`src/rtl/sar_adc_pkg.sv`:
```
// Shared definitions for the SAR ADC controller.
//   state_t            : controller state encoding (IDLE, SETTLE, DECIDE, DONE)
//   DEF_N_BITS         : default conversion resolution
//   DEF_SETTLE_CYCLES  : default DAC/comparator settle cycles per bit trial
//   SETTLE_CNT_W       : width of the settle counter
//   AVG_COUNT          : conversions per start when SAR_AVG_EN is defined
//   AVG_CNT_W          : width of the conversion counter in averaging mode
package sar_adc_pkg;

    typedef enum logic [1:0] {
        ST_IDLE   = 2'd0,
        ST_SETTLE = 2'd1,
        ST_DECIDE = 2'd2,
        ST_DONE   = 2'd3
    } state_t;

    localparam int DEF_N_BITS        = 10;
    localparam int DEF_SETTLE_CYCLES = 4;
    localparam int SETTLE_CNT_W      = 8;
    localparam int AVG_COUNT         = 4;
    localparam int AVG_CNT_W         = $clog2(AVG_COUNT);

endpackage

```
`src/rtl/cmp_sync.sv`:
```
// Two-flop synchronizer for the asynchronous comparator output.
// Ports:
//   clk   : clock
//   reset : asynchronous active-high reset, clears both flops
//   d     : asynchronous input
//   q     : synchronized output (two clock cycles of delay)
module cmp_sync (
    input  logic clk,
    input  logic reset,
    input  logic d,
    output logic q
);

    logic meta;

    always_ff @(posedge clk or posedge reset) begin
        if (reset) begin
            meta <= 1'b0;
            q    <= 1'b0;
        end else begin
            meta <= d;
            q    <= meta;
        end
    end

endmodule

```
`src/rtl/sar_adc_ctrl.sv`:
```
// Successive-approximation ADC controller driving an external DAC and
// reading a comparator.  One bit trial = SETTLE_CYCLES settle cycles plus
// one DECIDE cycle, MSB first, so a conversion takes N_BITS*(SETTLE_CYCLES+1)
// cycles from the start-accept edge to result_valid.
//
// Optional feature: macro SAR_AVG_EN runs AVG_COUNT back-to-back conversions
// per start and reports their truncated mean.
//
// Handshake: start is sampled only in IDLE.  result_valid stays high with a
// stable result until result_ready is seen high at a clock edge; that edge
// retires the result and returns to IDLE.  Nothing is queued.
//
// Ports:
//   clk          : clock, rising edge
//   reset        : asynchronous active-high reset
//   start        : conversion request (IDLE only)
//   cmp          : asynchronous comparator, 1 = Vin >= Vdac
//   dac_d        : trial code to the DAC, 0 outside a conversion
//   busy         : conversion in progress
//   result       : converted code, held until the next load
//   result_valid : result available
//   result_ready : consumer accepts result
//   fsm_state    : controller state, for observation
module sar_adc_ctrl
    import sar_adc_pkg::*;
#(
    parameter int N_BITS        = DEF_N_BITS,
    parameter int SETTLE_CYCLES = DEF_SETTLE_CYCLES
) (
    input  logic              clk,
    input  logic              reset,
    input  logic              start,
    input  logic              cmp,
    output logic [N_BITS-1:0] dac_d,
    output logic              busy,
    output logic [N_BITS-1:0] result,
    output logic              result_valid,
    input  logic              result_ready,
    output state_t            fsm_state
);

    localparam int IDX_W = (N_BITS > 1) ? $clog2(N_BITS) : 1;

    logic cmp_s;

    cmp_sync u_cmp_sync (
        .clk   (clk),
        .reset (reset),
        .d     (cmp),
        .q     (cmp_s)
    );

    state_t                  state, state_n;
    logic [N_BITS-1:0]       sar, sar_n;
    logic [N_BITS-1:0]       result_q, result_n;
    logic [N_BITS-1:0]       trial_bit;
    logic [N_BITS-1:0]       sar_dec;
    logic [IDX_W-1:0]        idx, idx_n;
    logic [SETTLE_CNT_W-1:0] cnt, cnt_n;
`ifdef SAR_AVG_EN
    logic [N_BITS+1:0]       acc, acc_n, acc_sum;
    logic [AVG_CNT_W-1:0]    conv, conv_n;
`endif

    // Bit under trial; dac_d is the decided upper bits plus this trial bit.
    assign trial_bit    = N_BITS'(1) << idx;
    assign busy         = (state == ST_SETTLE) || (state == ST_DECIDE);
    assign dac_d        = busy ? (sar | trial_bit) : '0;
    assign result_valid = (state == ST_DONE);
    assign result       = result_q;
    assign fsm_state    = state;

    always_ff @(posedge clk or posedge reset) begin
        if (reset) begin
            state    <= ST_IDLE;
            sar      <= '0;
            result_q <= '0;
            idx      <= '0;
            cnt      <= '0;
`ifdef SAR_AVG_EN
            acc      <= '0;
            conv     <= '0;
`endif
        end else begin
            state    <= state_n;
            sar      <= sar_n;
            result_q <= result_n;
            idx      <= idx_n;
            cnt      <= cnt_n;
`ifdef SAR_AVG_EN
            acc      <= acc_n;
            conv     <= conv_n;
`endif
        end
    end

    always_comb begin
        state_n  = state;
        sar_n    = sar;
        result_n = result_q;
        idx_n    = idx;
        cnt_n    = cnt;
        // Trial bit kept if the comparator says Vin >= Vdac.
        sar_dec  = cmp_s ? (sar | trial_bit) : sar;
`ifdef SAR_AVG_EN
        acc_n    = acc;
        conv_n   = conv;
        acc_sum  = acc + (N_BITS + 2)'(sar_dec);
`endif
        case (state)
            ST_IDLE: begin
                if (start) begin
                    state_n = ST_SETTLE;
                    sar_n   = '0;
                    idx_n   = IDX_W'(N_BITS - 1);
                    cnt_n   = '0;
`ifdef SAR_AVG_EN
                    acc_n   = '0;
                    conv_n  = '0;
`endif
                end
            end
            ST_SETTLE: begin
                if (cnt == SETTLE_CNT_W'(SETTLE_CYCLES - 1)) begin
                    state_n = ST_DECIDE;
                    cnt_n   = '0;
                end else begin
                    cnt_n   = cnt + 1'b1;
                end
            end
            ST_DECIDE: begin
                sar_n = sar_dec;
                if (idx != '0) begin
                    idx_n   = idx - 1'b1;
                    state_n = ST_SETTLE;
                end else begin
`ifdef SAR_AVG_EN
                    if (conv == AVG_CNT_W'(AVG_COUNT - 1)) begin
                        result_n = acc_sum[N_BITS+1:2];
                        state_n  = ST_DONE;
                    end else begin
                        // Chain straight into the next conversion.
                        acc_n   = acc_sum;
                        conv_n  = conv + 1'b1;
                        sar_n   = '0;
                        idx_n   = IDX_W'(N_BITS - 1);
                        state_n = ST_SETTLE;
                    end
`else
                    result_n = sar_dec;
                    state_n  = ST_DONE;
`endif
                end
            end
            ST_DONE: begin
                if (result_ready) begin
                    state_n = ST_IDLE;
                end
            end
            default: state_n = ST_IDLE;
        endcase
    end

endmodule

```
`config.mk`:
```
export PLATFORM = sky130hd
export DESIGN_NAME = sar_adc_ctrl
export DESIGN_NICKNAME = d
export VERILOG_FILES = /design/src/rtl/sar_adc_pkg.sv /design/src/rtl/cmp_sync.sv /design/src/rtl/sar_adc_ctrl.sv
export SDC_FILE = /design/constraint.sdc
export NUM_CORES = 1
export LEC_CHECK = 0
export CORE_MARGIN = 2
export CORE_UTILIZATION = 45
export CTS_BUF_LIST = sky130_fd_sc_hd__clkbuf_8
export CTS_CLUSTER_SIZE = 10
export DETAILED_ROUTE_END_ITERATION = 6
export MAX_ROUTING_LAYER = met4
export PLACE_DENSITY = 0.68
export SETUP_SLACK_MARGIN = 0.3
export SLEW_MARGIN = 25
export SYNTH_ARGS = -nofsm -noshare
export SYNTH_HDL_FRONTEND = slang
export SYNTH_HIERARCHICAL = 1
export SYNTH_SLANG_ARGS = --single-unit
```
`constraint.sdc`:
```
create_clock -name clk -period 4.7 [get_ports clk]
set_input_delay 0.94 -clock clk [delete_from_list [all_inputs] [get_ports clk]]
set_output_delay 0.94 -clock clk [all_outputs]
set_load 0.01 [all_outputs]
```
==> results by group <==
GRT
  • First-pass GRT wire length: 6880 um
  • Initial antenna violation count: 0
  • Gr usage total: 0.184
  • Overflow after GRT: 0
  • Vias in the first global route: 1393
  • Largest net degree at the start of global routing: 35

Floorplanning
  • Die width: 69.5 um
  • I/O Pins: 29
  • Die ar.: 0.00482 mm^2
  • DIE HEIGHT: 69.5 um
  • Number of core rows: 23
  • Starting Density: 0.475
  • Core area: 0.00406 mm^2

Detailed routing
  • Post-DR wirelength/cell: 14.4 um
  • Detailed Route WL: 4060 um
  • DRC: 0
  • Vias: 1555
  • Pre-Repair DR Iteration Count: 4
  • DRT iter0 DRCs: 122
  • Antenna viol nets, final: 0
  • Vias/cell: 5.53

Setup path
  • CP peak stage delay: 0.52 ns
  • CP endpoint kind: output pin
  • CP arrival: 2.29 ns
  • WP data required: 3.76 ns
  • Slowest CP cell: clkdlybuf4s50_1
  • Worst-path fanout max: 8
  • Buf/Inv on CP: 2
  • R2r worst-path depth: 6
  • CP Cell Sequence: inv_1, ha_1, nor3b_1, o21a_1, clkdlybuf4s50_1
  • Crit Reg-Reg Endpoint: result[6]
  • Reg-to-reg slack, setup: 2.39 ns
  • Critical path class: reg2out
  • CP top delay family: buffers and inverters
  • Crit start category: flip-flop
  • RR Startpoint: idx[0]

Hold path
  • Worst Hold Depth: 0
  • Worst Hold Class: reg2reg
  • Worst hold start: u_cmp_sync/meta
  • Hold endpoint: u_cmp_sync/q

Power
  • Power Dens Cells: 608 mW/mm^2
  • LEAKAGE: 0.999 nW
  • Peak supply drop: 0.335 mV

Layout
  • Area delta synth->final: 21.4%
  • Share of layout cells above drive strength 1: 0.0606
  • Ant. Diodes: 0
  • NumNets Final: 246
  • Fin cells: 281

Synth
  • Yosys reg bits: 36
  • Biggest area consumer among synthesized cells: dfrtp_1
  • Mapped Cells: 201
  • Seq/Total Area, Yosys: 0.467
  • Net Count, Synth: 217
  • Share of the synthesized area in the top cell type: 0.467
  • Synthesized area: 0.00193 mm^2
  • Leading post-synthesis cells by cell area: dfrtp_1 (47%), a21oi_1 (8.6%), ha_1 (7.1%)
  • Synth warn: 6
  • Unique masters post-synth: 37
  • Syn_area_per_cell: 9.59 um^2

CTS
  • # H-tree levels: 2
  • # resized after CTS: 0
  • Total setup buffers inserted after CTS: 0
  • Worst-Skew Late Latency: 0.29 ns
  • Clk sinks: 36
  • Clock slew at reported path FFs: 0.07 ns
  • CTS Hold Bufs: 0
  • Clk buf depth: 2
  • TritonCTS buffer count: 5
  • Clock root buffer: clkbuf_8
  • CTS tree: yes

Timing
  • Fin crit share: 0.686
  • Final Hold Fails: 0
  • Setup Viol. Count Final: 0
  • Max-Slew Margin vs Limit: 0.455
  • FMAX: 0.310 GHz
  • Unrepaired setup endpoints after global routing: false
  • Final Critical Period: 3.23 ns
  • Setup TNS: 0 ns
  • Slew Limit Fails: 0
  • Clock Skews: 0.00378 ns
  • Least-Margin Pin Slew: 0.795 ns

Placement
  • Post-DP HPWL: 2880 um
  • Placed cell count: 273
  • GP Congestion: 0.831
  • PortBufs: 28

Job
  • Max-cap violations: 0

Outcome
  • Status: finished, final reports clean
## area by class of cell
cell class,instances,area [um^2]
clock buffer,6,82.6
clock inverter,2,7.51
fill,361,1720
inverter,8,30.0
multi-input combinational,150,970
sequential,36,901
tap,50,62.6
timing repair buffer,29,288
## report_power, final
group / internal [mW] / total [mW] / switching [mW]
combinational: 0.358 / 0.730 / 0.371
clock: 0.115 / 0.221 / 0.106
sequential: 0.396 / 0.472 / 0.0768
## cell families after synthesis
kind of cell	synth area share
compound gates	0.210
xor+xnor	0.0227
fa+ha+maj	0.0714
buf+inv	0.0298
flops	0.467
mux	0.0182
simple gates	0.181
## layer usage
metal | routed length [um] | part of all wire | up-vias | GRT usage
met2 | 1800 | 0.44 | 41 | 0.257
met1 | 2030 | 0.50 | 740 | 0.266
met3 | 178 | 0.044 | 5 | 0.0392
met4 | 46 | 0.011 | 0 | 0.0588
li1 | - | - | 769 | -
met5 | 0 | 0 | - | -
## layout by cell type (no fill, tap or decap), types with 2 or more instances in the layout
master,count
a21oi_1,33
a22o_1,3
a22oi_1,2
a31o_1,2
a31oi_1,11
a32o_1,3
and2_1,2
and3_1,2
clkbuf_8,6
clkdlybuf4s50_1,28
dfrtp_1,36
ha_1,11
inv_1,10
mux2i_1,2
nand2_1,9
nand3_1,3
nand4_1,2
nor2_1,26
nor2b_1,11
nor3_1,4
nor3b_1,3
or2_2,2
xnor2_1,5
## cells in the mapped netlist
library cell and instances:
nor2_2 1, or3b_1 1, nand4_1 2, and2_1 2, nor3_1 4, clkbuf_1 6
nand2_1 9, or2_2 2, nor2b_1 11, a22o_1 3, xnor2_1 5, o21a_1 1
buf_2 1, dfrtp_1 36, nand2_2 1, mux2_4 1, a31oi_1 11, a21oi_1 33
nor3b_1 3, nand2b_1 1, o21ai_1 1, ha_1 11, o41ai_4 1, a31o_1 2
mux2i_1 2, a32o_1 3, nand3_1 3, or4b_4 1, o41a_1 1, o31a_1 1
and3_1 2, o22ai_1 1, a22oi_1 2, inv_1 8, o21bai_1 1, nor2_1 26
o31ai_1 1
## flip-flops by register name, indices dropped and copies added (netlist names)
name	flops
result	10
sar	10
cnt	8
idx	4
fsm_state	2
u_cmp_sync/meta	1
u_cmp_sync/q	1
## through the flow
stage	cell area, um^2	hold WS, ns	setup WS (ns)	total power, mW	utilization
2_1_floorplan	1930	0.331	2.44	0.933	-
6_report	2340	0.350	1.47	1.42	0.577
3_3_place_gp	2250	0.337	1.82	1.20	0.555
4_1_cts	2340	0.351	1.47	1.44	0.577
3_5_place_dp	2250	0.336	1.80	1.21	0.555
5_1_grt	2340	0.374	1.31	1.52	0.577
## how the worst max path moves through the flow
stage	startpoint	to	slack [ns]	cells after the start
after detailed placement	idx[0]	dac_d[0]	1.80	5
after CTS	idx[0]	dac_d[0]	1.47	5
after global routing	idx[0]	dac_d[0]	1.31	5
final	idx[0]	dac_d[0]	1.47	5
after global placement	idx[0]	dac_d[0]	1.82	5
after floorplan	idx[0]	dac_d[0]	2.44	4
No activity file was read; power rests on OpenSTA's default activity.
